$ cat src/rtl/f36m_frob_mult.sv
// Frobenius-power multiplier c = a^(3^n) * b over GF(3^6), trits packed 2 bits each (0,1,2).
// Optional macro F36M_FROB_BYPASS_EN adds mult_en; latched 0 returns a^(3^n) without the multiply.

`ifndef W6
`define W6 11
`endif

package f36m_pkg;
    localparam int unsigned NT = (`W6 + 1) / 2;
    typedef logic [`W6:0] elem_t;

    function automatic logic [1:0] tadd(input logic [1:0] x, input logic [1:0] y);
        logic [2:0] s;
        s = {1'b0, x} + {1'b0, y};
        if (s >= 3'd3) s = s - 3'd3;
        return s[1:0];
    endfunction

    function automatic logic [1:0] tmul(input logic [1:0] x, input logic [1:0] y);
        logic [1:0] r;
        r = 2'd0;
        if (x == 2'd1) r = y;
        else if (x == 2'd2) r = (y == 2'd1) ? 2'd2 : ((y == 2'd2) ? 2'd1 : 2'd0);
        return r;
    endfunction

    // Modulus x^6 + 2x^4 + x^2 + 2x + 2, so x^6 folds back as x^4 + 2x^2 + x + 1.
    function automatic elem_t f_cube(input elem_t x);
        logic [1:0] p [3*NT-2];
        elem_t      r;
        for (int unsigned i = 0; i < 3*NT-2; i++) p[i] = 2'd0;
        for (int unsigned i = 0; i < NT; i++) p[3*i] = x[2*i +: 2];
        for (int unsigned d = 3*NT-3; d >= NT; d--) begin
            p[d-2] = tadd(p[d-2], p[d]);
            p[d-4] = tadd(p[d-4], tmul(p[d], 2'd2));
            p[d-5] = tadd(p[d-5], p[d]);
            p[d-6] = tadd(p[d-6], p[d]);
        end
        r = '0;
        for (int unsigned i = 0; i < NT; i++) r[2*i +: 2] = p[i];
        return r;
    endfunction

    function automatic elem_t f_mulx(input elem_t x);
        elem_t      r;
        logic [1:0] t;
        t = x[2*(NT-1) +: 2];
        r = {x[2*(NT-1)-1:0], 2'b00};
        r[8 +: 2] = tadd(r[8 +: 2], t);
        r[4 +: 2] = tadd(r[4 +: 2], tmul(t, 2'd2));
        r[2 +: 2] = tadd(r[2 +: 2], t);
        r[0 +: 2] = tadd(r[0 +: 2], t);
        return r;
    endfunction

    function automatic elem_t f_mac(input elem_t acc, input elem_t x, input logic [1:0] s);
        elem_t r;
        for (int unsigned i = 0; i < NT; i++) r[2*i +: 2] = tadd(acc[2*i +: 2], tmul(x[2*i +: 2], s));
        return r;
    endfunction
endpackage

module f36m_cubic #(
    parameter int unsigned LAT = 2
) (
    input  logic         clk,
    input  logic [`W6:0] a,
    output logic [`W6:0] c
);
    import f36m_pkg::*;

    logic [`W6:0] r_pipe [LAT];

    always_ff @(posedge clk) begin
        r_pipe[0] <= f_cube(a);
        for (int unsigned i = 1; i < LAT; i++) r_pipe[i] <= r_pipe[i-1];
    end

    assign c = r_pipe[LAT-1];
endmodule

module f36m_mult (
    input  logic         clk,
    input  logic         reset,
    input  logic [`W6:0] a,
    input  logic [`W6:0] b,
    output logic [`W6:0] c,
    output logic         done
);
    import f36m_pkg::*;

    // Steps 0..2 are the internal reset delay; steps 3..8 consume b MSB-first (Horner).
    logic [3:0]   r_step;
    logic [`W6:0] r_acc;
    logic [3:0]   w_idx;
    logic [1:0]   w_bt;

    always_comb begin
        w_idx = 4'd8 - r_step;
        w_bt  = 2'd0;
        for (int unsigned j = 0; j < NT; j++)
            if (w_idx == 4'(j)) w_bt = b[2*j +: 2];
    end

    always_ff @(posedge clk) begin
        if (reset) begin
            r_step <= '0;
            r_acc  <= '0;
        end else if (r_step != 4'd9) begin
            r_step <= r_step + 4'd1;
            if (r_step >= 4'd3) r_acc <= f_mac(f_mulx(r_acc), a, w_bt);
        end
    end

    assign c    = r_acc;
    assign done = (r_step == 4'd9);
endmodule

module f36m_frob_mult #(
    parameter int unsigned CUBE_LAT = 2
) (
    input  logic         clk,
    input  logic         reset,
    input  logic [`W6:0] a,
    input  logic [`W6:0] b,
    input  logic [3:0]   n,
`ifdef F36M_FROB_BYPASS_EN
    input  logic         mult_en,
`endif
    output logic [`W6:0] c,
    output logic         done
);
    localparam logic [2:0] IDLE   = 3'd0;
    localparam logic [2:0] CUBE   = 3'd1;
    localparam logic [2:0] CWAIT  = 3'd2;
    localparam logic [2:0] MSTART = 3'd3;
    localparam logic [2:0] MWAIT  = 3'd4;
    localparam logic [2:0] FIN    = 3'd5;
    localparam int unsigned WW = (CUBE_LAT > 1) ? $clog2(CUBE_LAT) : 1;

    logic [2:0]    r_state;
    logic [`W6:0]  r_t;
    logic [`W6:0]  r_bl;
    logic [`W6:0]  r_c;
    logic [3:0]    r_cnt;
    logic [WW-1:0] r_wait;
    logic [1:0]    r_ign;
    logic          r_rst_q;
    logic [`W6:0]  w_cube;
    logic [`W6:0]  w_mc;
    logic          w_mdone;
    logic          w_mrst;
    logic          w_men;

`ifdef F36M_FROB_BYPASS_EN
    logic r_men;
    always_ff @(posedge clk) begin
        if (reset) r_men <= mult_en;
    end
    assign w_men = r_men;
`else
    assign w_men = 1'b1;
`endif

    // Re-reset the multiplier right after a block reset so an aborted product is discarded.
    assign w_mrst = ((r_state == MSTART) || r_rst_q) && w_men;

    f36m_cubic #(.LAT(CUBE_LAT)) u_cubic (
        .clk (clk),
        .a   (r_t),
        .c   (w_cube)
    );

    f36m_mult u_mult (
        .clk   (clk),
        .reset (w_mrst),
        .a     (r_t),
        .b     (r_bl),
        .c     (w_mc),
        .done  (w_mdone)
    );

    always_ff @(posedge clk) begin
        if (reset) begin
            r_t     <= a;
            r_bl    <= b;
            r_cnt   <= n;
            r_wait  <= '0;
            r_ign   <= '0;
            r_rst_q <= 1'b1;
            r_state <= (n != 4'd0) ? CUBE : MSTART;
        end else begin
            r_rst_q <= 1'b0;
            case (r_state)
                CUBE: begin
                    r_wait  <= WW'(CUBE_LAT - 1);
                    r_state <= CWAIT;
                end
                CWAIT: begin
                    if (r_wait == '0) begin
                        r_t     <= w_cube;
                        r_cnt   <= r_cnt - 4'd1;
                        r_state <= (r_cnt != 4'd1) ? CUBE : MSTART;
                    end else begin
                        r_wait <= r_wait - WW'(1);
                    end
                end
                MSTART: begin
                    r_ign <= '0;
                    if (w_men) begin
                        r_state <= MWAIT;
                    end else begin
                        r_c     <= r_t;
                        r_state <= FIN;
                    end
                end
                MWAIT: begin
                    if (r_ign != 2'd3) begin
                        r_ign <= r_ign + 2'd1;
                    end else if (w_mdone) begin
                        r_c     <= w_mc;
                        r_state <= FIN;
                    end
                end
                FIN:     r_state <= FIN;
                IDLE:    r_state <= IDLE;
                default: r_state <= IDLE;
            endcase
        end
    end

    assign c    = r_c;
    assign done = (r_state == FIN);
endmodule

$ cat config.mk
export PLATFORM = sky130hd
export DESIGN_NAME = f36m_frob_mult
export DESIGN_NICKNAME = d
export VERILOG_FILES = /design/src/rtl/f36m_frob_mult.sv
export SDC_FILE = /design/constraint.sdc
export NUM_CORES = 1
export LEC_CHECK = 0
export CORE_MARGIN = 10
export CORE_UTILIZATION = 65
export CTS_CLUSTER_SIZE = 24
export DETAILED_ROUTE_END_ITERATION = 10
export DONT_BUFFER_PORTS = 1
export GPL_TIMING_DRIVEN = 0
export MAX_ROUTING_LAYER = met4
export PLACE_DENSITY_LB_ADDON = 0.15
export SYNTH_ARGS = -nofsm -noshare
export SYNTH_HDL_FRONTEND = slang
export SYNTH_SLANG_ARGS = --single-unit
$ cat constraint.sdc
create_clock -name clk -period 8.9 [get_ports clk]
set_input_delay 0.89 -clock clk [delete_from_list [all_inputs] [get_ports clk]]
set_output_delay 0.89 -clock clk [all_outputs]
set_load 0.02 [all_outputs]
Yosys cells after proc, flatten, opt, wreduce, memory -nomap -nowiden
Memory sizes are Yosys's and may differ from the RTL's. Index checks and enable logic that the tools add are counted.

Flip-flop bits (word level): 63. Bits in writable memories: 24. Bits of input ports: 30. Memories: 1.

Memories: u_cubic.r_pipe (words 2, bits a word 12, read ports 2, clocked after memory_dff 0, wr ports 2, line 72) `` logic [`W6:0] r_pipe [LAT]; ``.

$add $sub $neg: 85. Order comparisons: 46. Eq/ne operators: 51. Multiplexer cells: 136. Bitwise operators: 2. Reductions and logical operators: 11.

Operators with widths (count): 2-to-1 mux 2 bit (110); adder 2 x 2 -> 3 bit (35); >= comparator 3 x 2 -> 1 bit (second input constant) (35); subtractor 2 bit (second input constant) (45); 2-to-1 mux 12 bit (3); equality test 2 x 1 -> 1 bit (second input constant) (16); equality test 2 bit (second input constant) (16); >= comparator 2 bit (second input constant) (10); case mux 3 bit (5 select lines) (1); 2-to-1 mux 1 bit (13); 2-to-1 mux 3 bit (4); 2-to-1 mux 4 bit (3); equality test 4 x 2 -> 1 bit (second input constant) (2); equality test 4 x 3 -> 1 bit (second input constant) (2); equality test 3 x 2 -> 1 bit (second input constant) (2); equality test 3 bit (second input constant) (2); != test 2 bit (second input constant) (3); != test 3 bit (second input constant) (2); AND reduction 2 bit (3); nonzero test 2 bit (3); adder 4 x 1 -> 4 bit (second input constant) (1); equality test 4 x 1 -> 1 bit (second input constant) (1); equality test 4 bit (second input constant) (1); >= comparator 4 x 2 -> 1 bit (second input constant) (1); 16 further kinds (17).

Longest topological paths before layout
Gate-level depths: netlist of run 1.

Depth in word-level cells: 23. Gate-level depth with buffers: 37. Depth with buffers taken out: 37.

Cells and area by module
From an unflattened synthesis of run 1, not the netlist that was laid out.

Cells, all modules: 604. Area, all modules: 6312.3 um2.

Modules (own cells, without submodules): f36m_cubic (instances 1, cells each 264, area each 2593.7 um2); f36m_frob_mult (instances 1, cells each 112, area each 1878.1 um2); f36m_mult (instances 1, cells each 228, area each 1840.5 um2).

Worst setup path after synthesis of run 1
Ideal clock, no wire load.

Kind: flip-flop to flip-flop. Start point: register r_t[10]. End point: memory u_cubic.r_pipe[0][5] (netlist bit). Data arrival time: 7927 ps. Data required time: 8785 ps. Path slack: 858 ps. Stages on the path, launching flop included: 34. Buffers on the path: 0. Period minus slack after synthesis: 8042 ps. Cell sequence: edfxtp_1 -> ha_1 -> inv_1 -> fa_1 -> inv_1 -> ha_1 -> nor2b_1 -> nand3_1 -> o31ai_1 -> ha_1 -> fa_1 -> ha_1 -> o32a_1 -> ha_1 -> ha_1 -> a21boi_0 -> xnor2_1 -> ha_1 -> inv_1 -> fa_1 -> inv_1 -> ha_1 -> nor2b_1 -> a21oi_1 -> a21oi_1 -> fa_1 -> ha_1 -> or3_1 -> a21oi_1 -> ha_1 -> fa_1 -> ha_1 -> or3_1 -> o21a_1.

RTL lines: start, declared (line 142) `` logic [`W6:0] r_t; ``; start signal, assigned (line 201) `r_t <= w_cube;`; end, declared (line 72).

==> results.txt, run 1 <==
The worst relative slew slack came out at 43.8%. The run finished with clean final reports. The number of design rule violations left after detail routing came out at 0. From synthesis to final layout, the design area changed by 8.11%. The adder-cell share of the synthesized area is 26.8%. In this design, the largest share of critical-path delay is due to adder cells.

The worst stage delay on the critical path is 570 ps. The worst path arrival time is between 8000 and 9000 ps. Data on the critical path is required at its endpoint by 9160 ps. The clock passes through at most 2 buffers. The max-cap violation count is 0. Hold repair after CTS inserted 0 buffers. The utilization after layout is 72.2%. The critical path start-end classification is reg2reg. After synthesis, the share of flip-flops with an asynchronous set or reset is 0%. In this run the standard cell core region covers just over 0.009 mm^2.

The most critical setup path has its startpoint at r_t[6]$_DFFE_PP_. The estimated wirelength of the detail-placed design came out at 9120 um. In this run the worst path has a maximum fanout of 5. The synthesized-area fraction occupied by xor and xnor cells came out at 1.14%. The sum of overflow across all layers after global routing is 0. The share of post-route cells with drive strength above 1 is 8.93%. The TritonCTS buffer count is 9.

The synthesized netlist devotes approximately an eighth of its cell area to compound gates. The sequential standard cell area is between 0.002 and 0.0025 mm^2. The worst setup path is captured at a flip-flop. The x dimension of the die came out at 117 um. The worst register-to-register path begins at r_t[6]$_DFFE_PP_. After synthesis, the largest family of logic cells by area is adder cells. The element type at the critical path start is a flip-flop. After detailed routing, the total wire length is 11500 um. The most critical setup path has its endpoint at u_cubic.r_pipe[0][5]$_DFF_P_. The H-tree depth is 3.

The multiplexer area fraction after synthesis came out at 5.31%. Measured in cells, the most critical reg-to-reg path has a length of 34. The number of optimization iterations in the first detailed-route pass is 4. The die is approximately 120 um tall. The final number of hold-violating endpoints is 0.

At the end of routability-driven placement, the weighted congestion stood at slightly above 0.8. TritonCTS built the clock tree. The post-synthesis cell type count is 46. The global-route wire length before repair came out at 19700 um. The maximum clock frequency came out at 118 MHz. For this design, the slowest cell found on the critical path is fa_1. The most used flip-flop cell after synthesis is dfxtp_1.

The final critical delay including setup and external delays is 8490 ps. In the routed layout, each cell is associated on average with a via count of roughly 5.7. The register bit count reported by yosys came out at 87. The I/O pin total came out at 43. The instance area at placement is around 0.0064 mm^2. For the pin with the worst max-slew slack, the measured transition is 835 ps. The clock insertion delay at the later pin of the skew report is ~370 ps. The portion of the post-synthesis area used by sequential elements is 35.2%. The routed via count is between 4000 and 5000.

For this configuration, the core starts out at a cell density of between 60 and 70%. The root buffer cell chosen for the clock tree is clkbuf_8. The synthesized netlist devotes 14.3% of its cell area to simple gates. In this run, synthesis inferred 43 flip-flops with an integrated enable. The remaining antenna violation count came out at 0.

In this run the critical register-to-register path is captured at u_cubic.r_pipe[0][5]$_DFF_P_. The largest net degree at the start of global routing came out at 19. The mean post-synth cell area is 10.3 um^2.

The floorplan die area came out at ~0.014 mm^2. The overall track demand over capacity in global routing is approximately 17%. The filler cell count is slightly below 700. The number of global-route vias before repair is 4372.

The cell seen most often among critical-path stages is ha_1. The number of antenna violations at the first check in global routing is 0. The count of input and output buffers is 0.

The final hold slack came out at 329 ps. The TritonCTS sink count came out at 87. The number of setup violations in the final report came out at 0.

The critical path runs through a total of 34 cells. The number of standard-cell rows in the floorplan came out at 35. Setup slack on the worst reg-to-reg path comes out at 410 ps.

In the final design database the tool counted 763 nets. The post-CTS clock slew at the launch and capture registers of the worst setup and hold paths is ~100 ps. In the final layout, the multi-input gates occupy 0.00378 mm^2. Yosys printed 0 warnings. The max-slew violation count is 0. The number of buffers and inverters on the critical path came out at 5. The final antenna diode count is 0.

The cell count after synthesis came out at 597. After routing the design area is 0.00667 mm^2. The average routed wire per standard cell came out at 15.2 um. The combined area of all synthesized cells came out at 0.00617 mm^2.

The path class of the tightest hold or removal check is reg2reg. The iteration-0 DRC count of the detailed router is 175. On the final layout, the worst clock skew is 13.3 ps. The share of the clock period used by the worst path came out at 95.4%.
## how the worst min path moves through the flow
stage / slack [ps] / from / cells past startpoint / to
finish: 330 / u_cubic.r_pipe[0][9]$_DFF_P_ / 0 / u_cubic.r_pipe[0][21]$_DFF_P_
global route: 330 / u_cubic.r_pipe[0][5]$_DFF_P_ / 0 / u_cubic.r_pipe[0][17]$_DFF_P_
floorplan: 310 / u_cubic.r_pipe[0][0]$_DFF_P_ / 0 / u_cubic.r_pipe[0][12]$_DFF_P_
global placement: 310 / u_cubic.r_pipe[0][3]$_DFF_P_ / 0 / u_cubic.r_pipe[0][15]$_DFF_P_
detailed placement: 310 / u_cubic.r_pipe[0][9]$_DFF_P_ / 0 / u_cubic.r_pipe[0][21]$_DFF_P_
CTS: 330 / u_cubic.r_pipe[0][9]$_DFF_P_ / 0 / u_cubic.r_pipe[0][21]$_DFF_P_
## metrics by stage
step	setup TNS, ps	setup WS (ps)	std cells
final	0	410	756
after global routing	-102	-52.2	756
after CTS	0	5.03	754
after detailed placement	-63.7	-31.9	738
after global placement	0	276	737
after floorplan	0	858	608
## cells by family (layout without fill, tap and decap cells)
kind of cell,count (synthesis),after routing
DFF,87,87
and+or+nand+nor,167,167
adders and majority gates,111,111
xor gates and xnor gates,8,8
buffers and inverters,77,96
muxes,31,31
other,2,13
AOI/OAI and AO/OA,114,114
## layer usage
metal | global-route usage (%) | up-vias | part of all wire [%]
met3 | 3.93 | 21 | 3.9
li1 | - | 2144 | -
met2 | 31.3 | 64 | 52
met4 | 5.40 | 0 | 2.2
met5 | - | - | 0
met1 | 18.6 | 2058 | 42
## registers in the layout (all words and copies together), names as in the netlist
register        cells
r_bl               12
u_mult.c           12
c                  12
r_cnt               4
r_wait              1
r_rst_q             1
u_cubic.r_pipe     24
r_state             3
r_t                12
r_ign               2
u_mult.r_step       4
## synthesized netlist by cell type, types with 5 or more instances
cell      count  share of area [%]
ha_1         76                 15
inv_1        64                3.9
dfxtp_1      44                 14
edfxtp_1     43                 21
a21oi_1      40                3.2
nor2_1       40                2.4
fa_1         35                 11
o21ai_0      30                2.4
nor2b_1      24                2.4
nand2_1      23                1.4
nor3_1       20                1.6
mux2i_1      17                2.8
nand3b_1     15                1.8
mux2_2       13                2.4
nand3_1      11               0.89
nand2b_1     10                1.0
clkbuf_1      9               0.55
o21a_1        9                1.1
or3_1         7               0.71
and2_1        6               0.61
nor3b_1       6               0.73
o32ai_1       6               0.85
xnor2_1       6               0.85
o31ai_2       5                1.0
## layout make-up
class / instances / share of cell area (%)
Sequential cell: 87 / 32.6
Clock inverter: 7 / 1.46
Multi-Input combinational cell: 444 / 56.7
Buffer: 13 / 1.03
Inverter: 64 / 3.60
Tap cell: 129 / 2.42
Timing Repair Buffer: 3 / 0.338
Clock buffer: 9 / 1.86
## worst register-to-register path, delay by kind of cell, from the launching register on
family,cells,cell delay [ps]
AND/OR/NAND/NOR,6,1420
adder cells (fa/ha/maj),16,4840
buffers and inverters,5,350
XOR/XNOR,1,300
flip-flops,1,470
AO/OA/AOI/OAI,6,1010
## placed cells by master (no fill, tap or decap), types with 3 or more instances in the layout
master    synthesis  layout
a211oi_1          4       4
a21oi_1          40      39
and2_1            6       6
buf_4             1       4
clkbuf_1          9       9
clkbuf_8          0       9
conb_1            2      13
dfxtp_1          44      44
edfxtp_1         43      43
fa_1             35      35
ha_1             76      76
inv_1            64      64
inv_8             0       3
mux2_2           13      13
mux2i_1          17      16
nand2_1          23      23
nand2b_1         10      10
nand3_1          11      11
nand3b_1         15      15
nor2_1           40      40
nor2b_1          24      22
nor3_1           20      20
nor3b_1           6       6
o21a_1            9       9
o21ai_0          30      28
o21ai_2           1       3
o31ai_1           3       3
o31ai_2           5       5
o32a_1            4       4
o32ai_1           6       6
or3_1             7       7
xnor2_1           6       5
## timing repair
item / 4_1_cts / 5_1_grt
setup buffers: 0 / 2
setup endpoints to repair: 2 / 3
gates cloned: 0 / 0
pin swaps: 0 / 1
resized for setup: 3 / 10
Power of run 1 is not shown: default switching activity piles up to over one toggle a cycle in this logic, so the estimate is an artifact.
==> run 2: changes to the inputs <==
--- a/config.mk
+++ b/config.mk
@@ -5,8 +5,10 @@
 export SDC_FILE = /design/constraint.sdc
 export NUM_CORES = 1
 export LEC_CHECK = 0
+export CELL_PAD_IN_SITES_DETAIL_PLACEMENT = 0
+export CELL_PAD_IN_SITES_GLOBAL_PLACEMENT = 2
 export CORE_MARGIN = 10
-export CORE_UTILIZATION = 65
+export CORE_UTILIZATION = 43
 export CTS_CLUSTER_SIZE = 24
 export DETAILED_ROUTE_END_ITERATION = 10
 export DONT_BUFFER_PORTS = 1
@@ -16,3 +18,4 @@
 export SYNTH_ARGS = -nofsm -noshare
 export SYNTH_HDL_FRONTEND = slang
 export SYNTH_SLANG_ARGS = --single-unit
+export TNS_END_PERCENT = 20
==> results.txt, run 2 (synthesis gave the netlist of run 1 again) <==
The flip-flop count of the largest register after layout is 24 (unchanged). The max-cap violation count was 0 (unchanged). The leading cell type in the layout, fill and taps excluded is ha_1. The I/O pin total is 43 (unchanged). The standard cell with the maximum stage delay on the critical path is fa_1.

The average routed wire per standard cell is 14.9 um (-2.2%). The worst relative slew slack was 38.5% (-5.3 points). The last weighted congestion value of the routability-driven placer came out at 0.799 (-3.7%). The final number of hold-violating endpoints was 0 (unchanged). STA classifies the critical path startpoint as a flip-flop. The H-tree depth is 3 (unchanged). The worst setup slack after layout came out at 460 ps (+50.0 ps). The transition time at the pin with the least slew margin was 914 ps (+78.8 ps). By instance count, the cell type seen most on the critical path is ha_1. In the layout the commonest cells are ha_1, inv_1, dfxtp_1, edfxtp_1, nor2_1. The share of the clock period used by the worst path is 94.8% (-0.56 points).

The die height came out at 140 um (+19%). The effective utilization at floorplan was 44.1% (-23 points). Setup repair after global routing left no endpoint under its margin. The x dimension of the die came out at 140 um (+19%). The iteration-0 DRC count of the detailed router is 156 (-11%). The via-per-instance ratio came out at 5.12 (-9.7%). The number of setup violations in the final report came to 0 (unchanged). CTS placed an instance of clkbuf_16 at the clock tree root. The TritonCTS buffer count is 9 (unchanged). The post-CTS clock slew at the launch and capture registers of the worst setup and hold paths is 70 ps (-30 ps). The global-route wire length before repair came out at 19800 um (+0.52%). The number of optimization iterations in the first detailed-route pass came out at 4 (unchanged). The critical path is of the reg2reg type.

The max-slew violation count is 0 (unchanged). The worst stage delay on the critical path is 570 ps (about the same). The overall track demand over capacity in global routing came to 12.8% (-4.7 points). The largest register by flop count is u_cubic.r_pipe.

The largest net degree at the start of global routing is 18 (-1). The maximum net fanout on the critical path came out at 5 (unchanged). The final critical delay including setup and external delays came out at 8440 ps (-50.0 ps). The run finished with clean final reports. The post-place setup slack is -37.7 ps (-5.79 ps). The TritonCTS sink count came to 87 (unchanged).

The count of input and output buffers is 0 (unchanged). The routed via count came out at 4142 (-3.4%). The register-to-register setup slack came out at 460 ps (+50 ps). The placeable core region is 0.0140 mm^2 (+51%). The worst hold path belongs to the class reg2reg.

The estimated wirelength of the detail-placed design came to 9670 um (+6.0%). The overall routed net length came out at 12000 um (+4.6%). The clock insertion delay at the later pin of the skew report is 350 ps (-20 ps). The worst setup path is captured at a flip-flop. The clock tree from TritonCTS is yes. The number of antenna violations at the first check in global routing is 1 (+1). The number of standard-cell rows in the floorplan is 43 (+23%). The share of post-route cells with drive strength above 1 came to 8.76% (-0.17 points). The number of design rule violations left after detail routing came to 0 (unchanged). The utilization after layout is 48.9% (-23 points).

The worst path arrival time is 8680 ps (-70 ps). From synthesis to final layout, the design area changed by 10.8%. The floorplan die area came out at 0.0195 mm^2 (+42%). The number of nets in the finished design is 764 (+0.13%). The maximum count of clock buffers along a single path came out at 2 (unchanged).

The data required time of the worst path came to 9140 ps (-20 ps). The number of global-route vias before repair came to 4063 (-7.1%). The final clock skew is 6.63 ps (-6.71 ps).

The sum of overflow across all layers after global routing came out at 0 (unchanged). The remaining antenna violation count came out at 0 (unchanged). The maximum clock frequency is 118 MHz (+0.59%).
==> run 2: cell count changes in the layout (fill, tap and decap cells not counted), sizes merged <==
cell    previous run  this run
buf                7         8
diode              0         1
clkinv             3         0
inv               67        68
clkbuf            18        21
bufinv             1         0
==> run 2: path summary, 6_finish.rpt <==
path                                                    from                       endpoint  cells past startpoint
worst max-delay path                        r_t[6]$_DFFE_PP_   u_cubic.r_pipe[0][5]$_DFF_P_                     34
worst min-delay path            u_cubic.r_pipe[0][4]$_DFF_P_  u_cubic.r_pipe[0][16]$_DFF_P_                      0
worst max register to register              r_t[6]$_DFFE_PP_   u_cubic.r_pipe[0][5]$_DFF_P_                     34
worst min register to register  u_cubic.r_pipe[0][4]$_DFF_P_  u_cubic.r_pipe[0][16]$_DFF_P_                      0
==> run 2: critical path, delay by kind of cell, from the launching register on <==
family / cells / cell delay [ps]
AND/OR/NAND/NOR: 6 / 1350
AO/OA/AOI/OAI: 6 / 1000
adder cells (fa/ha/maj): 16 / 4870
XOR/XNOR: 1 / 300
flip-flops: 1 / 450
buffers and inverters: 5 / 360
==> run 2: layout make-up <==
class	instances	area, um^2
diodes	1	2.50
repair buffers	4	30.0
plain buffers	13	68.8
fillers	1283	7150
clock inverters	4	37.5
well taps	180	225
multi-input cells	444	3780
flip-flops and latches	87	2170
inverters	64	240
clock buffers	12	279
==> run 2: through the flow <==
stage | cells | cell area (um^2) | hold slack, ps | setup TNS (ps)
after floorplan | 608 | 6210 | 310 | 0
after global placement | 788 | 6430 | 312 | 0
after detailed placement | 789 | 6450 | 312 | -68.7
after CTS | 805 | 6780 | 327 | 0
after global routing | 809 | 6830 | 337 | 0
final | 809 | 6830 | 325 | 0
==> run 2: what timing repair did <==
action,CTS,global route
pin swaps,0,1
buffers inserted,0,3
gates resized for setup,3,9
setup endpoints to repair,2,2
hold buffers,0,0
==> run 2: layer usage <==
metal	vias up	track usage [%]	share of wire, %
met5	-	-	0
met4	0	3.97	1.1
met3	11	3.91	4.6
met2	49	20.9	49
met1	1944	14.6	45
li1	2138	-	-
Power of run 2 is left out for the same reason.
